===== src/rtl/genie_pipe_chain.sv =====
// Elastic valid/ready pipeline of STAGES register slices, each either forward-registered
// (SKID=0) or a two-entry skid slice with registered ready (SKID=1), plus flush and occupancy.
module genie_pipe_chain #(
    parameter int WIDTH  = 1,
    parameter int STAGES = 2,
    parameter int SKID   = 1,
    parameter int CNT_W  = $clog2(2*STAGES+1)
) (
    input  logic             i_clk,
    input  logic             i_reset_n,
    input  logic             i_flush,
    input  logic [WIDTH-1:0] i_data,
    input  logic             i_valid,
    output logic             o_ready,
    output logic [WIDTH-1:0] o_data,
    output logic             o_valid,
    input  logic             i_ready,
    output logic [CNT_W-1:0] o_count
);

    if (STAGES < 1) begin : g_stages_chk
        $error("genie_pipe_chain: STAGES must be >= 1");
    end
    if (WIDTH < 1) begin : g_width_chk
        $error("genie_pipe_chain: WIDTH must be >= 1");
    end

    logic [STAGES-1:0] main_vld;
    logic [STAGES-1:0] skid_vld;
    logic [WIDTH-1:0]  main_dat [STAGES];
    logic [WIDTH-1:0]  skid_dat [STAGES];
    logic [STAGES-1:0] up_vld;
    logic [WIDTH-1:0]  up_dat   [STAGES];
    logic [STAGES-1:0] in_fire;
    logic [STAGES-1:0] main_free;
    logic              up_fire;
    logic              dn_fire;

    // slice i is fed by slice i-1's main register; slice 0 by the upstream port
    always_comb begin
        up_vld[0] = i_valid;
        up_dat[0] = i_data;
        for (int i = 1; i < STAGES; i++) begin
            up_vld[i] = main_vld[i-1];
            up_dat[i] = main_dat[i-1];
        end
    end

    // Ready walks from the sink back to the source. In skid mode each slice's
    // up-ready is just !skid_vld, which breaks the path from i_ready to o_ready.
    always_comb begin : ready_chain
        logic r;
        r         = i_ready;
        main_free = '0;
        in_fire   = '0;
        for (int i = STAGES - 1; i >= 0; i--) begin
            main_free[i] = !main_vld[i] || r;
            if (SKID != 0) begin
                r = !skid_vld[i];
            end else begin
                r = main_free[i];
            end
            in_fire[i] = up_vld[i] && r;
        end
        o_ready = r;
    end

    // When main frees up, a held skid entry takes priority; skid-ready is low then,
    // so no new beat can arrive in that same edge.
    always_ff @(posedge i_clk or negedge i_reset_n) begin
        if (!i_reset_n) begin
            main_vld <= '0;
            skid_vld <= '0;
        end else if (i_flush) begin
            main_vld <= '0;
            skid_vld <= '0;
        end else begin
            for (int i = 0; i < STAGES; i++) begin
                if (main_free[i]) begin
                    main_vld[i] <= skid_vld[i] || in_fire[i];
                    skid_vld[i] <= 1'b0;
                end else if (in_fire[i]) begin
                    skid_vld[i] <= 1'b1;
                end
            end
        end
    end

    always_ff @(posedge i_clk) begin
        for (int i = 0; i < STAGES; i++) begin
            if (main_free[i]) begin
                main_dat[i] <= skid_vld[i] ? skid_dat[i] : up_dat[i];
            end else if (in_fire[i]) begin
                skid_dat[i] <= up_dat[i];
            end
        end
    end

    // occupancy tracks port transfers; a flush-cycle upstream beat is never counted
    assign up_fire = i_valid && o_ready;
    assign dn_fire = main_vld[STAGES-1] && i_ready;

    always_ff @(posedge i_clk or negedge i_reset_n) begin
        if (!i_reset_n) begin
            o_count <= '0;
        end else if (i_flush) begin
            o_count <= '0;
        end else if (up_fire && !dn_fire) begin
            o_count <= o_count + CNT_W'(1);
        end else if (!up_fire && dn_fire) begin
            o_count <= o_count - CNT_W'(1);
        end
    end

    assign o_valid = main_vld[STAGES-1];
    assign o_data  = main_dat[STAGES-1];

endmodule


===== config.mk =====
export PLATFORM = sky130hd
export DESIGN_NAME = genie_pipe_chain
export DESIGN_NICKNAME = d
export VERILOG_FILES = /design/src/rtl/genie_pipe_chain.sv
export SDC_FILE = /design/constraint.sdc
export NUM_CORES = 1
export LEC_CHECK = 0
export ABC_AREA = 1
export CORE_AREA = 5 5 42 44
export CTS_CLUSTER_SIZE = 24
export DETAILED_ROUTE_END_ITERATION = 12
export DIE_AREA = 0 0 47 49
export PLACE_DENSITY = 0.67
export SLEW_MARGIN = 20
export SYNTH_ARGS = -nofsm -noshare
export SYNTH_HDL_FRONTEND = slang
export SYNTH_SLANG_ARGS = --single-unit

===== constraint.sdc =====
create_clock -name i_clk -period 2 [get_ports i_clk]
set_clock_uncertainty 0.2 [all_clocks]
set_input_delay 0.3 -clock i_clk [delete_from_list [all_inputs] [get_ports i_clk]]
set_output_delay 0.3 -clock i_clk [all_outputs]
set_load 0.01 [all_outputs]

==> results.md <==
- GR Util All Layers: 0.110
- Metal3 WL: ~43 um
- Yosys top cell area share: 0.318
- CP required: 1.50 ns
- Synth top cells by count: nand2_1 (17), dfrtp_1 (7), inv_1 (6), nor2_1 (6), edfxtp_1 (4)
- Mean post-synth cell area: ~9 um^2
- GRT Residual Overflow: 0
- Largest net degree at the start of global routing: 8
- Post-layout minimum cycle time: 1.82 ns
- Async SR Flop Fraction: 0.636
- Syn-to-layout area delta: 31.4%
- Relative slew slack: 0.784
- DRT iter0 DRCs: 4
- Status: completed
- Syn_nets: 68
- Final hold violations: 0
- Core area: 1400 um^2
- WL final: between 1000 and 1500 um
- Sequential area share after synthesis: 0.536
- RSZ-0062 raised after global routing: false
- Final setup vio count: 0
- Critical path fanouts, max: 4
- Clk buf depth: 2
- Final ANT Viol Nets: 0
- Register bit total from synthesis: 11
- Leading cell type by number of instances after synthesis: nand2_1
- Residual DRC: 0
- Final net count: 86
- Initial Util: 0.393
- Drt wl/cell: 11.3 um
- Num CTS Buffers: 3
- Post-synth cell types: 17
- CP Launch Type: flop
- WL met1: 469 um
- Die area: 2300 um^2
- Initial antenna violation count: 0
- Setup CP Type: reg -> out
- Clock Sinks: 11
- Top sig layer: met4
- CTS tree: built
- CTS root buffer: clkbuf_4
- Vias in the first global route: 430
- Fill count: 133
- CP Capture Type: output pin
- Top FF cell, synth: dfrtp_1
- Achievable frequency: around 550 MHz
- Number of I/O port buffers: 11
- Worst-path clk slew: roughly 0.07 ns
- Cts repair resizes: 0
- Leakage: 0.345 nW
- # IOs: 12
- Synth area leaders: dfrtp_1 (32%), edfxtp_1 (22%), nand2_1 (12%), inv_1 (4.1%), nor2_1 (4.1%)
- Worst hold margin: 0.0775 ns
- Routability congestion estimate: between 0.6 and 0.7
- Max Cap Violations: 0
- Number of buffers added for setup after CTS: 0
- Post-synth top area cell: dfrtp_1
- Vias: 446
- HPWL Detailed: about 860 um
- Hold-fix buffers, CTS: 0
- Post-DR vias/cell: 4.74
- Cell Rows: 14
- Layout cells sized above 1: 0.218
- Hold Crit Class: in -> async
- Htree depth: 1
- Crit path DAT: 1.32 ns
- Synth warnings: 0
- Design area: 723 um^2
- Post-synth EDFFs: 4
- First-pass GRT wire length: 1820 um
- Cells after synthesis: 61
- DRT Pass-1 Iters: 4
- Vert. Die Dim: 49 um
- Wire length on met2: 533 um
- Clock latency on the worst-skew pair: ~0.28 ns
- Total placed instance area: 696 um^2
- Actual slew at the worst max-slew pin: 0.323 ns
- Final Max Slew Viols: 0
- Mapped cell area: 551 um^2
- Power density over cell area: 795 nW/um^2
- Diode count: 0
- Die width: 47 um
- Final period util: 0.911
- Maximum vdd drop: about 0.38 mV
==> metal layers <==
| layer | track usage | vias to the layer above |
|---|---|---|
| met5 | 0 | - |
| met4 | 0.0553 | 0 |
| met3 | 0.0332 | 2 |
| met2 | 0.152 | 10 |
| met1 | 0.151 | 209 |
| li1 | - | 225 |
==> report_power, final <==
group          total, mW  switching (mW)  internal, mW
registers          0.271          0.0178         0.253
logic              0.148          0.0745        0.0738
clock network      0.156          0.0819        0.0742
total              0.575           0.174         0.401
==> cells by family (layout without fill, tap and decap cells) <==
group	after synthesis	count (layout)	share of synthesized area
buffers and inverters	10	27	0.0682
flip-flops	11	11	0.536
multiplexers	1	1	0.0205
AO/OA/AOI/OAI	2	2	0.0182
AND/OR/NAND/NOR	36	36	0.320
adder cells (fa/ha/maj)	1	1	0.0364
==> metrics by stage <==
step                worst slack [ns]  instances  utilization  setup TNS [ns]  total power [mW]
CTS                            0.163         94        0.516               0             0.580
global route                  0.0489         94        0.516               0             0.614
floorplan                      0.329         61            -               0             0.354
detailed placement            -0.140         90        0.496          -0.140             0.424
finish                         0.177         94        0.516               0             0.575
global placement             -0.0807         90        0.496         -0.0807             0.417
==> worst max-delay path: stages, from the launching register on <==
cell	delay, ns
dfrtp_1	0.41
inv_2	0.10
clkdlybuf4s50_1	0.54
==> path summary, 6_finish.rpt <==
kind / startpoint / cells after the start / endpoint / slack, ns
max: skid_vld[0] / 2 / o_ready / 0.18
min: i_reset_n / 1 / main_vld[0] / 0.08
max reg2reg: skid_vld[0] / 10 / o_count[2] / 0.33
min reg2reg: main_dat[0][0] / 0 / skid_dat[0][1] / 0.25
max in group asynchronous: i_reset_n / 1 / skid_vld[1] / 1.28
min in group i_clk: main_dat[0][0] / 0 / skid_dat[0][1] / 0.25
==> final cells by class <==
| type | count | area (um^2) | share of cell area |
|---|---|---|---|
| Timing Repair Buffer | 13 | 125 | 0.173 |
| Inverter | 10 | 37.5 | 0.0519 |
| Sequential cell | 11 | 295 | 0.408 |
| Multi-Input combinational cell | 40 | 218 | 0.301 |
| Clock buffer | 3 | 22.5 | 0.0311 |
| Tap cell | 16 | 20.0 | 0.0277 |
| Clock inverter | 1 | 5.00 | 0.00692 |
==> cell usage in the layout (no fill, tap or decap), types with 2 or more instances in the layout <==
| master | instances |
|---|---|
| clkbuf_4 | 3 |
| nor2_1 | 6 |
| nand2_1 | 17 |
| clkdlybuf4s50_1 | 11 |
| a21oi_1 | 2 |
| edfxtp_1 | 4 |
| nand2_2 | 3 |
| nand4_1 | 3 |
| buf_4 | 2 |
| inv_2 | 3 |
| inv_1 | 6 |
| dfrtp_1 | 7 |
| nor3_1 | 2 |
| nand3_2 | 2 |
==> flip-flops by register name, indices dropped and copies added, names as in the netlist <==
name and flops:
o_count 3, main_dat 2, main_vld 2, skid_dat 2, skid_vld 2
Power figures use the tool's default switching activity.
